`config.mk`:
```
export PLATFORM = sky130hd
export DESIGN_NAME = score_keeper
export DESIGN_NICKNAME = d
export VERILOG_FILES = /design/src/rtl/game_pkg.sv /design/src/rtl/frame_timer.sv /design/src/rtl/score_keeper.sv
export SDC_FILE = /design/constraint.sdc
export NUM_CORES = 1
export LEC_CHECK = 0
export ABC_CLOCK_PERIOD_IN_PS = 3600
export CAP_MARGIN = 20
export CORE_ASPECT_RATIO = 0.6
export CORE_MARGIN = 5
export CORE_UTILIZATION = 31
export CTS_CLUSTER_SIZE = 24
export DETAILED_ROUTE_END_ITERATION = 6
export PLACE_DENSITY = 0.51
export SLEW_MARGIN = 10
export SYNTH_ARGS = -nofsm -noshare
export SYNTH_HDL_FRONTEND = slang
export SYNTH_HIERARCHICAL = 1
export SYNTH_SLANG_ARGS = --single-unit
export TNS_END_PERCENT = 50
```
`constraint.sdc`:
```
create_clock -name clk_i -period 3.6 [get_ports clk_i]
set_input_delay 0.72 -clock clk_i [delete_from_list [all_inputs] [get_ports clk_i]]
set_output_delay 0.72 -clock clk_i [all_outputs]
set_load 0.03 [all_outputs]
```
`src/rtl/game_pkg.sv`:
```
// Shared types and default constants for the tank-game score keeper.
// Lives the bonus helper here so any block that grants a life saturates identically.
package game_pkg;

    typedef enum logic [1:0] {
        S_IDLE        = 2'd0,
        S_PLAY        = 2'd1,
        S_LEVEL_CLEAR = 2'd2,
        S_GAME_OVER   = 2'd3
    } state_e;

    localparam int TANKS_PER_LEVEL_DEF   = 20;
    localparam int LIVES_INIT_DEF        = 3;
    localparam int LIVES_MAX_DEF         = 6;
    localparam int MAX_LEVEL_DEF         = 9;
    localparam int INTERLEVEL_FRAMES_DEF = 120;

    // A player already out of the game earns nothing; others gain one life up to the cap.
    function automatic logic [3:0] life_bonus(input logic [3:0] lives, input logic [3:0] cap);
        if (lives == 4'd0)
            return 4'd0;
        else if (lives >= cap)
            return cap;
        else
            return lives + 4'd1;
    endfunction

endpackage

```
`src/rtl/frame_timer.sv`:
```
// Inter-level pause countdown: load sets the frame count, each tick counts down,
// done flags the tick that brings the count to zero.
module frame_timer #(
    parameter int FRAMES = 120
) (
    input  logic clk_i,
    input  logic rst_ni,
    input  logic load_i,
    input  logic tick_i,
    output logic done_o
);

    logic [7:0] cnt_q, cnt_d;

    always_comb begin
        cnt_d  = cnt_q;
        done_o = 1'b0;
        if (load_i) begin
            cnt_d = 8'(FRAMES);
        end else if (tick_i && cnt_q != 8'd0) begin
            cnt_d  = cnt_q - 8'd1;
            done_o = (cnt_q == 8'd1);
        end
    end

    always_ff @(posedge clk_i or negedge rst_ni) begin
        if (!rst_ni)
            cnt_q <= 8'd0;
        else
            cnt_q <= cnt_d;
    end

endmodule

```
`src/rtl/score_keeper.sv`:
```
// Game progress tracker: enemies remaining, level, per-player lives and the
// IDLE/PLAY/LEVEL_CLEAR/GAME_OVER flow. All outputs come straight from flops.
module score_keeper
    import game_pkg::*;
#(
    parameter int TANKS_PER_LEVEL   = TANKS_PER_LEVEL_DEF,
    parameter int LIVES_INIT        = LIVES_INIT_DEF,
    parameter int LIVES_MAX         = LIVES_MAX_DEF,
    parameter int MAX_LEVEL         = MAX_LEVEL_DEF,
    parameter int INTERLEVEL_FRAMES = INTERLEVEL_FRAMES_DEF
) (
    input  logic       clk_i,
    input  logic       rst_ni,
    input  logic       start_i,
    input  logic       two_player_i,
    input  logic       frame_tick_i,
    input  logic       enemy_killed_i,
    input  logic       player_1_hit_i,
    input  logic       player_2_hit_i,
    output logic [5:0] tank_left_o,
    output logic [3:0] level_o,
    output logic [3:0] player_1_live_left_o,
    output logic [3:0] player_2_live_left_o,
    output logic [1:0] state_o,
    output logic       level_clear_o,
    output logic       game_over_o,
    output logic       game_won_o
);

    state_e     state_q, state_d;
    logic [5:0] tank_q, tank_d, tank_n;
    logic [3:0] level_q, level_d;
    logic [3:0] p1_q, p1_d, p1_n;
    logic [3:0] p2_q, p2_d, p2_n;
    logic       won_q, won_d;
    logic       lc_q, go_q;
    logic       timer_load, timer_tick, timer_done;

    frame_timer #(.FRAMES(INTERLEVEL_FRAMES)) u_frame_timer (
        .clk_i  (clk_i),
        .rst_ni (rst_ni),
        .load_i (timer_load),
        .tick_i (timer_tick),
        .done_o (timer_done)
    );

    always_comb begin
        state_d    = state_q;
        tank_d     = tank_q;
        level_d    = level_q;
        p1_d       = p1_q;
        p2_d       = p2_q;
        won_d      = won_q;
        timer_load = 1'b0;
        timer_tick = 1'b0;
        tank_n     = tank_q;
        p1_n       = p1_q;
        p2_n       = p2_q;

        case (state_q)
            S_IDLE, S_GAME_OVER: begin
                if (start_i) begin
                    tank_d  = 6'(TANKS_PER_LEVEL);
                    level_d = 4'd1;
                    p1_d    = 4'(LIVES_INIT);
                    p2_d    = two_player_i ? 4'(LIVES_INIT) : 4'd0;
                    won_d   = 1'b0;
                    state_d = S_PLAY;
                end
            end
            S_PLAY: begin
                if (enemy_killed_i && tank_q != 6'd0) tank_n = tank_q - 6'd1;
                if (player_1_hit_i && p1_q != 4'd0)   p1_n   = p1_q - 4'd1;
                if (player_2_hit_i && p2_q != 4'd0)   p2_n   = p2_q - 4'd1;
                tank_d = tank_n;
                p1_d   = p1_n;
                p2_d   = p2_n;
                // Losing the last life beats clearing the level in the same cycle.
                if (p1_n == 4'd0 && p2_n == 4'd0) begin
                    state_d = S_GAME_OVER;
                    won_d   = 1'b0;
                end else if (tank_n == 6'd0) begin
                    state_d    = S_LEVEL_CLEAR;
                    timer_load = 1'b1;
                end
            end
            S_LEVEL_CLEAR: begin
                timer_tick = frame_tick_i;
                if (timer_done) begin
                    if (level_q == 4'(MAX_LEVEL)) begin
                        state_d = S_GAME_OVER;
                        won_d   = 1'b1;
                    end else begin
                        level_d = level_q + 4'd1;
                        tank_d  = 6'(TANKS_PER_LEVEL);
                        p1_d    = life_bonus(p1_q, 4'(LIVES_MAX));
                        p2_d    = life_bonus(p2_q, 4'(LIVES_MAX));
                        state_d = S_PLAY;
                    end
                end
            end
            default: state_d = S_IDLE;
        endcase
    end

    always_ff @(posedge clk_i or negedge rst_ni) begin
        if (!rst_ni) begin
            state_q <= S_IDLE;
            tank_q  <= 6'd0;
            level_q <= 4'd0;
            p1_q    <= 4'd0;
            p2_q    <= 4'd0;
            won_q   <= 1'b0;
            lc_q    <= 1'b0;
            go_q    <= 1'b0;
        end else begin
            state_q <= state_d;
            tank_q  <= tank_d;
            level_q <= level_d;
            p1_q    <= p1_d;
            p2_q    <= p2_d;
            won_q   <= won_d;
            lc_q    <= (state_d == S_LEVEL_CLEAR);
            go_q    <= (state_d == S_GAME_OVER);
        end
    end

    assign tank_left_o          = tank_q;
    assign level_o              = level_q;
    assign player_1_live_left_o = p1_q;
    assign player_2_live_left_o = p2_q;
    assign state_o              = state_q;
    assign level_clear_o        = lc_q;
    assign game_over_o          = go_q;
    assign game_won_o           = won_q;

endmodule

```
==> flow_summary.yaml, run 1 <==
synth:
  synth_top_area_share: 0.341
  synth_cell_types: 61
  synth_area_per_cell_um2: 8.72
  ys_top_cells_by_area: "dfrtp_1 34%, ha_1 8.2%, nor2_1 4.1%, nand2_1 3.8%, a21oi_1 3.7%"
  ys_warn_count: 6
  synth_edf_count: 0
  async_flop_share: 1.00
  syn_area_mm2: 0.00228
  synth_top_cell_by_area: "dfrtp_1"
  synth-seq-cells: 31
  synthFlopType: "dfrtp_1"
  syn_inst: 261
  yosysSeqAreaShare: 0.341
  mappedNetlistNets: 284
routing:
  num_vias: 2214
  wirelength_um: 6330
  dr.first_iter.drc_count: 114
  postRouteAntennaNets: 0
  routed_via_density: 5.25
  dr.pass1.iters: 5
  wl_per_cell_um: 15.0
  remaining_drc_errors: 0
grt:
  antenna_found_initial: 0
  grt_pass1_vias: 2088
  track_usage: 0.139
  grt_overflow: 0
  grt_first_pass_wirelength_um: 10600
  grt_max_degree: 32
clock_network:
  cts_buffer_depth: 2
  ctsHtreeMaxLevel: 2
  clk_latency_ns: 0.28
  cts.sinks: 31
  tritoncts: "done"
  clkTransAtPathRegs_ns: 0.05
  root_buffer: "clkbuf_16"
  numCtsBuffers: 5
sta:
  tns_ns: 0
  slew_headroom: 0.579
  hold_viol_final: 0
  fmax_mhz: 280
  period_share: 0.994
  fin_crit_ns: 3.58
  finalSetupViolations: 0
  drv_slew: 0
  rsz0062_at_grt: "true"
  tightest_slew_ns: 0.616
  finClkSkew_ns: 0.00556
  holdWs_ns: 0.574
layout:
  nets: 354
  diodes: 0
  design_area_mm2: 0.00328
  nFillCells: 703
  final_cells: 422
  syn2layout_area_growth_pct: 44.2
  drive_gt1_frac: 0.278
setup_path:
  crit_path_max_incr_delay_ns: 0.54
  critical-path-top-delay-family: "simple AND/OR/NAND/NOR gates"
  crit_type: "in2reg"
  crit_chain: "clkdlybuf4s50_1, nor4b_4, nand2b_1, o21ai_1, nor4bb_4, and3_4, nor4b_4, nand2_1, nor3_4, a21oi_2, or2_4, or3_4, nor2_2, nor2_1"
  cp_data_required_time_ns: 3.76
  cpMostUsedCell: "nor4b_4"
  end_kind: "register"
  critPathSlowestCell: "clkdlybuf4s50_1"
  cp.arrival_ns: 3.73
  crit_buf_inv: 1
  startpoint_type: "input pin"
  cp_max_fo: 5
hold_path:
  hp-class: "reg2reg"
power_and_ir_drop:
  p_leak_nw: 1.41
  ir_drop_mv: 0.440
  power-per-cell-area_mw_per_mm2: 883
  power_mw: 2.90
placement:
  portBuffers: 30
  dpl_cell_area_mm2: 0.00297
  dp.cells: 409
  dpl.hpwl_um: 4600
  gp_congestion: 0.786
die:
  row_count: 24
  die_height_um: 76.4
  initial_core_util: 0.316
  die_w_um: 121
  core_area_mm2: 0.00721
  pin_count: 31
  dieArea_mm2: 0.00921
status:
  status: "finished clean"
flow_run:
  max_cap_viol_count: 0
[flip-flops by register name (all words and copies together) (netlist names)]
name,cells
player_2_live_left_o,4
game_won_o,1
level_clear_o,1
tank_left_o,6
u_frame_timer/cnt_q,8
level_o,4
player_1_live_left_o,4
state_o,2
game_over_o,1
[through the flow]
step	util	worst slack, ns
after floorplan	-	-0.0426
after CTS	0.439	0.0731
after global routing	0.455	-0.127
final	0.455	0.0232
after detailed placement	0.413	-0.600
after global placement	0.413	-0.557
[cell usage after synthesis, types with 4 or more instances]
cell / number
dfrtp_1: 31
nor2_1: 25
nand2_1: 23
a21oi_1: 17
inv_1: 17
o21ai_0: 16
ha_1: 15
nand3_1: 7
nor4b_1: 7
clkbuf_1: 6
nor3_1: 6
a22o_1: 5
mux2i_1: 5
nand2b_1: 5
nor2b_1: 4
o22ai_1: 4
[metal layers]
metal	vias to the layer above	global-route usage	wire, µm
met5	-	0	0
met4	0	0.0317	32
met3	5	0.0356	296
met2	45	0.187	2560
met1	1044	0.216	3450
li1	1120	-	-
[layout make-up]
cell class	instances	area, µm²	area share
Inverter	17	63.8	0.0194
Clock buffer	7	133	0.0404
Tap cell	91	114	0.0347
Multi-Input combinational cell	206	1590	0.483
Sequential cell	31	781	0.238
Timing Repair Buffer	70	604	0.184
[what timing repair did]
item                                    4_1_cts  5_1_grt
pin swaps                                    12        7
endpoints found under the setup margin       23       20
resized for setup                            11       19
gates cloned                                  0        0
hold buffers                                  0        0
buffers inserted                              2        4
[worst register-to-register path, delay by kind of cell (launching register included)]
family                   cells  cell delay [ns]
AO/OA/AOI/OAI                3             0.37
adder cells (fa/ha/maj)      1             0.13
buffers and inverters        1             0.07
flip-flops                   1             0.40
AND/OR/NAND/NOR             10             2.47
[final timing paths]
| check | cells past startpoint | start | slack, ns | endpoint |
|---|---|---|---|---|
| min in group asynchronous | 2 | rst_ni | 0.86 | player_2_live_left_o[3]$_DFFE_PN0P_ |
| max | 14 | enemy_killed_i | 0.02 | tank_left_o[2]$_DFFE_PN0P_ |
| min | 1 | game_won_o$_DFFE_PN0P_ | 0.57 | game_won_o$_DFFE_PN0P_ |
| max in group asynchronous | 2 | rst_ni | 2.41 | player_1_live_left_o[1]$_DFFE_PN0P_ |
| min reg2reg | 1 | game_won_o$_DFFE_PN0P_ | 0.57 | game_won_o$_DFFE_PN0P_ |
| max reg2reg | 15 | player_1_live_left_o[0]$_DFFE_PN0P_ | 0.04 | tank_left_o[2]$_DFFE_PN0P_ |
[power by group]
| group | internal, mW | switching (mW) |
|---|---|---|
| sequential | 0.473 | 0.153 |
| clock | 0.252 | 0.141 |
| combinational | 0.875 | 1.01 |
| total | 1.60 | 1.30 |
[logic make-up after synthesis]
group	share of synthesized area
muxes	0.0319
buffers and inverters	0.0418
and+or+nand+nor	0.264
xor gates and xnor gates	0.00770
DFF	0.341
AOI/OAI and AO/OA	0.231
adders and majority gates	0.0825
[placed cells by master (no fill, tap or decap), types with 5 or more instances in the layout]
cell,synthesis,layout
clkbuf_16,0,5
a21oi_1,17,12
nor2_1,25,23
ha_1,15,13
nand2b_1,5,5
clkdlybuf4s50_1,0,28
nor3_1,6,5
nand2_1,23,23
buf_4,0,39
nand3_1,7,7
dfrtp_1,31,27
a22o_1,5,5
a21oi_2,0,5
o21ai_0,16,14
inv_1,17,13
Note: power is estimated with default switching activity, not from simulation.
==> run 2: changes to the inputs <==
--- a/config.mk
+++ b/config.mk
@@ -12,7 +12,6 @@
 export CORE_UTILIZATION = 31
 export CTS_CLUSTER_SIZE = 24
 export DETAILED_ROUTE_END_ITERATION = 6
-export PLACE_DENSITY = 0.51
 export SLEW_MARGIN = 10
 export SYNTH_ARGS = -nofsm -noshare
 export SYNTH_HDL_FRONTEND = slang
==> flow_summary.yaml, run 2 (same netlist as run 1, synthesis figures left out) <==
power_and_ir_drop:
  p_leak_nw: 1.38
  swShare: 0.452
  ir_drop_mv: 0.361
  p_clk_frac: 0.139
  internal_power_mw: 1.57
  power_mw: 2.86
  combPwrFrac: 0.641
  power-per-cell-area_mw_per_mm2: 887
  seqPwrFrac: 0.220
  p_sw_mw: 1.29
layout:
  nFillCells: 735
  drive_gt1_frac: 0.272
  largest_register_ffs: 8
  final_cells: 418
  layout_commonest_cell: "buf_4"
  diodes: 0
  syn2layout_area_growth_pct: 41.9
  mostFrequentLayoutCells: "35 x buf_4, 28 x clkdlybuf4s50_1, 27 x dfrtp_1"
  design_area_mm2: 0.00323
  final_core_util: 0.448
  nets: 349
  largest-register: "u_frame_timer/cnt_q"
hold_path:
  hp-class: "reg2reg"
  hold_start: "level_o[2]$_DFFE_PN0P_"
clock_network:
  tritoncts: "done"
  ctsHoldBuffers: 0
  root_buffer: "clkbuf_16"
  clk_latency_ns: 0.28
  cts.sinks: 31
  cts_buffer_depth: 2
  numCtsBuffers: 5
  ctsHtreeMaxLevel: 2
  clkTransAtPathRegs_ns: 0.05
setup_path:
  crit_start: "player_2_live_left_o[1]$_DFFE_PN0P_"
  startpoint_type: "register"
  crit_type: "reg2reg"
  reg2reg_from: "player_2_live_left_o[1]$_DFFE_PN0P_"
  endpoint: "tank_left_o[2]$_DFFE_PN0P_"
  cp.arrival_ns: 3.67
  r2r_cells: 15
  reg2reg_to: "tank_left_o[2]$_DFFE_PN0P_"
  cp_data_required_time_ns: 3.76
  cp_max_fo: 5
  r2r_slack_ns: 0.08
  end_kind: "register"
flow_run:
  max_cap_viol_count: 0
die:
  core_area_mm2: 0.00721
  initial_core_util: 0.316
  die_w_um: 121
  row_count: 24
  die_height_um: 76.4
  pin_count: 31
  dieArea_mm2: 0.00921
placement:
  portBuffers: 30
  dp.cells: 406
  dpl.hpwl_um: 4590
  dpl_cell_area_mm2: 0.00295
  gp_congestion: 0.852
sta:
  hold_viol_final: 0
  finClkSkew_ns: 0.00847
  period_share: 0.977
  holdWs_ns: 0.553
  fmax_mhz: 284
  fin_crit_ns: 3.52
  tightest_slew_ns: 0.557
  drv_slew: 0
  finalSetupViolations: 0
  rsz0062_at_grt: "true"
  slew_headroom: 0.626
routing:
  num_vias: 2200
  wirelength_um: 6150
  remaining_drc_errors: 0
  routed_via_density: 5.26
  dr.first_iter.drc_count: 136
  postRouteAntennaNets: 0
  dr.pass1.iters: 4
  wl_per_cell_um: 14.7
grt:
  grt_first_pass_wirelength_um: 10400
  track_usage: 0.137
  grt_overflow: 0
  antenna_found_initial: 0
  grt_pass1_vias: 2098
  grt_max_degree: 32
status:
  status: "finished clean"
==> run 2: changes by cell type in the layout (fill, tap and decap cells not counted), moves of 2 or more <==
cell,delta
a21oi_1,+2
a21oi_2,-2
buf_4,-4
inv_2,-2
o21ai_1,-2
==> run 2: layout make-up <==
class	count	area (µm²)	area share
flip-flops and latches	31	781	0.242
clock buffers	6	129	0.0399
clock inverters	2	12.5	0.00387
inverters	17	66.3	0.0205
well taps	91	114	0.0353
multi-input cells	206	1570	0.486
repair buffers	65	558	0.173
==> run 2: worst min path at each step <==
stage	cells after the start	slack [ns]	endpoint
after floorplan	0	0.42	game_over_o$_DFF_PN0_
after global placement	1	0.54	level_o[2]$_DFFE_PN0P_
after global routing	1	0.59	game_won_o$_DFFE_PN0P_
after CTS	1	0.55	level_o[2]$_DFFE_PN0P_
final	1	0.55	level_o[2]$_DFFE_PN0P_
after detailed placement	1	0.54	level_o[2]$_DFFE_PN0P_
==> run 2: routing by layer <==
layer / track usage / vias to the layer above / share of wire
met5: 0 / - / 0
met4: 0.0238 / 0 / 0.0059
met3: 0.0341 / 5 / 0.046
met2: 0.194 / 43 / 0.41
met1: 0.210 / 1050 / 0.54
li1: - / 1102 / -
==> run 2: power groups by stage <==
| stage | logic (mW) | clock network [mW] | registers (mW) |
|---|---|---|---|
| 3_3_place_gp | 1.69 | 0 | 0.625 |
| 5_1_grt | 2.03 | 0.424 | 0.654 |
| 4_1_cts | 1.73 | 0.408 | 0.626 |
| 3_5_place_dp | 1.71 | 0 | 0.626 |
| 6_report | 1.84 | 0.399 | 0.630 |
| 2_1_floorplan | 0.966 | 0 | 0.761 |
==> run 2: worst max-delay path, cell delays in order (launching register included) <==
cell      delay [ns]
dfrtp_2         0.45
inv_1           0.07
ha_2            0.17
or3b_4          0.38
a211oi_2        0.23
a41oi_1         0.09
or4_4           0.44
and3_4          0.17
nor4b_4         0.22
nand2_2         0.10
nor3_4          0.24
a21oi_2         0.10
or2_4           0.25
or3_4           0.35
nor2_2          0.09
nor2_1          0.04
==> run 2: metrics by stage <==
| stage | TNS (ns) | setup WS (ns) |
|---|---|---|
| finish | 0 | 0.0835 |
| global route | -0.160 | -0.0498 |
| detailed placement | -12.84 | -0.682 |
| CTS | -0.0141 | -0.0141 |
| global placement | -10.07 | -0.540 |
| floorplan | -0.0836 | -0.0426 |
==> run 2: timing repair <==
| item | 4_1_cts | 5_1_grt |
|---|---|---|
| gates resized for setup | 7 | 20 |
| gates cloned | 0 | 0 |
| setup buffers | 0 | 4 |
| endpoints found under the setup margin | 23 | 21 |
| pin swaps | 10 | 10 |
==> run 3: changes to the inputs <==
--- a/config.mk
+++ b/config.mk
@@ -12,7 +12,6 @@
 export CORE_UTILIZATION = 31
 export CTS_CLUSTER_SIZE = 24
 export DETAILED_ROUTE_END_ITERATION = 6
-export SLEW_MARGIN = 10
 export SYNTH_ARGS = -nofsm -noshare
 export SYNTH_HDL_FRONTEND = slang
 export SYNTH_HIERARCHICAL = 1
==> results of run 3 <==
Same layout as run 2: the final DEF is identical, and so are final timing and power.
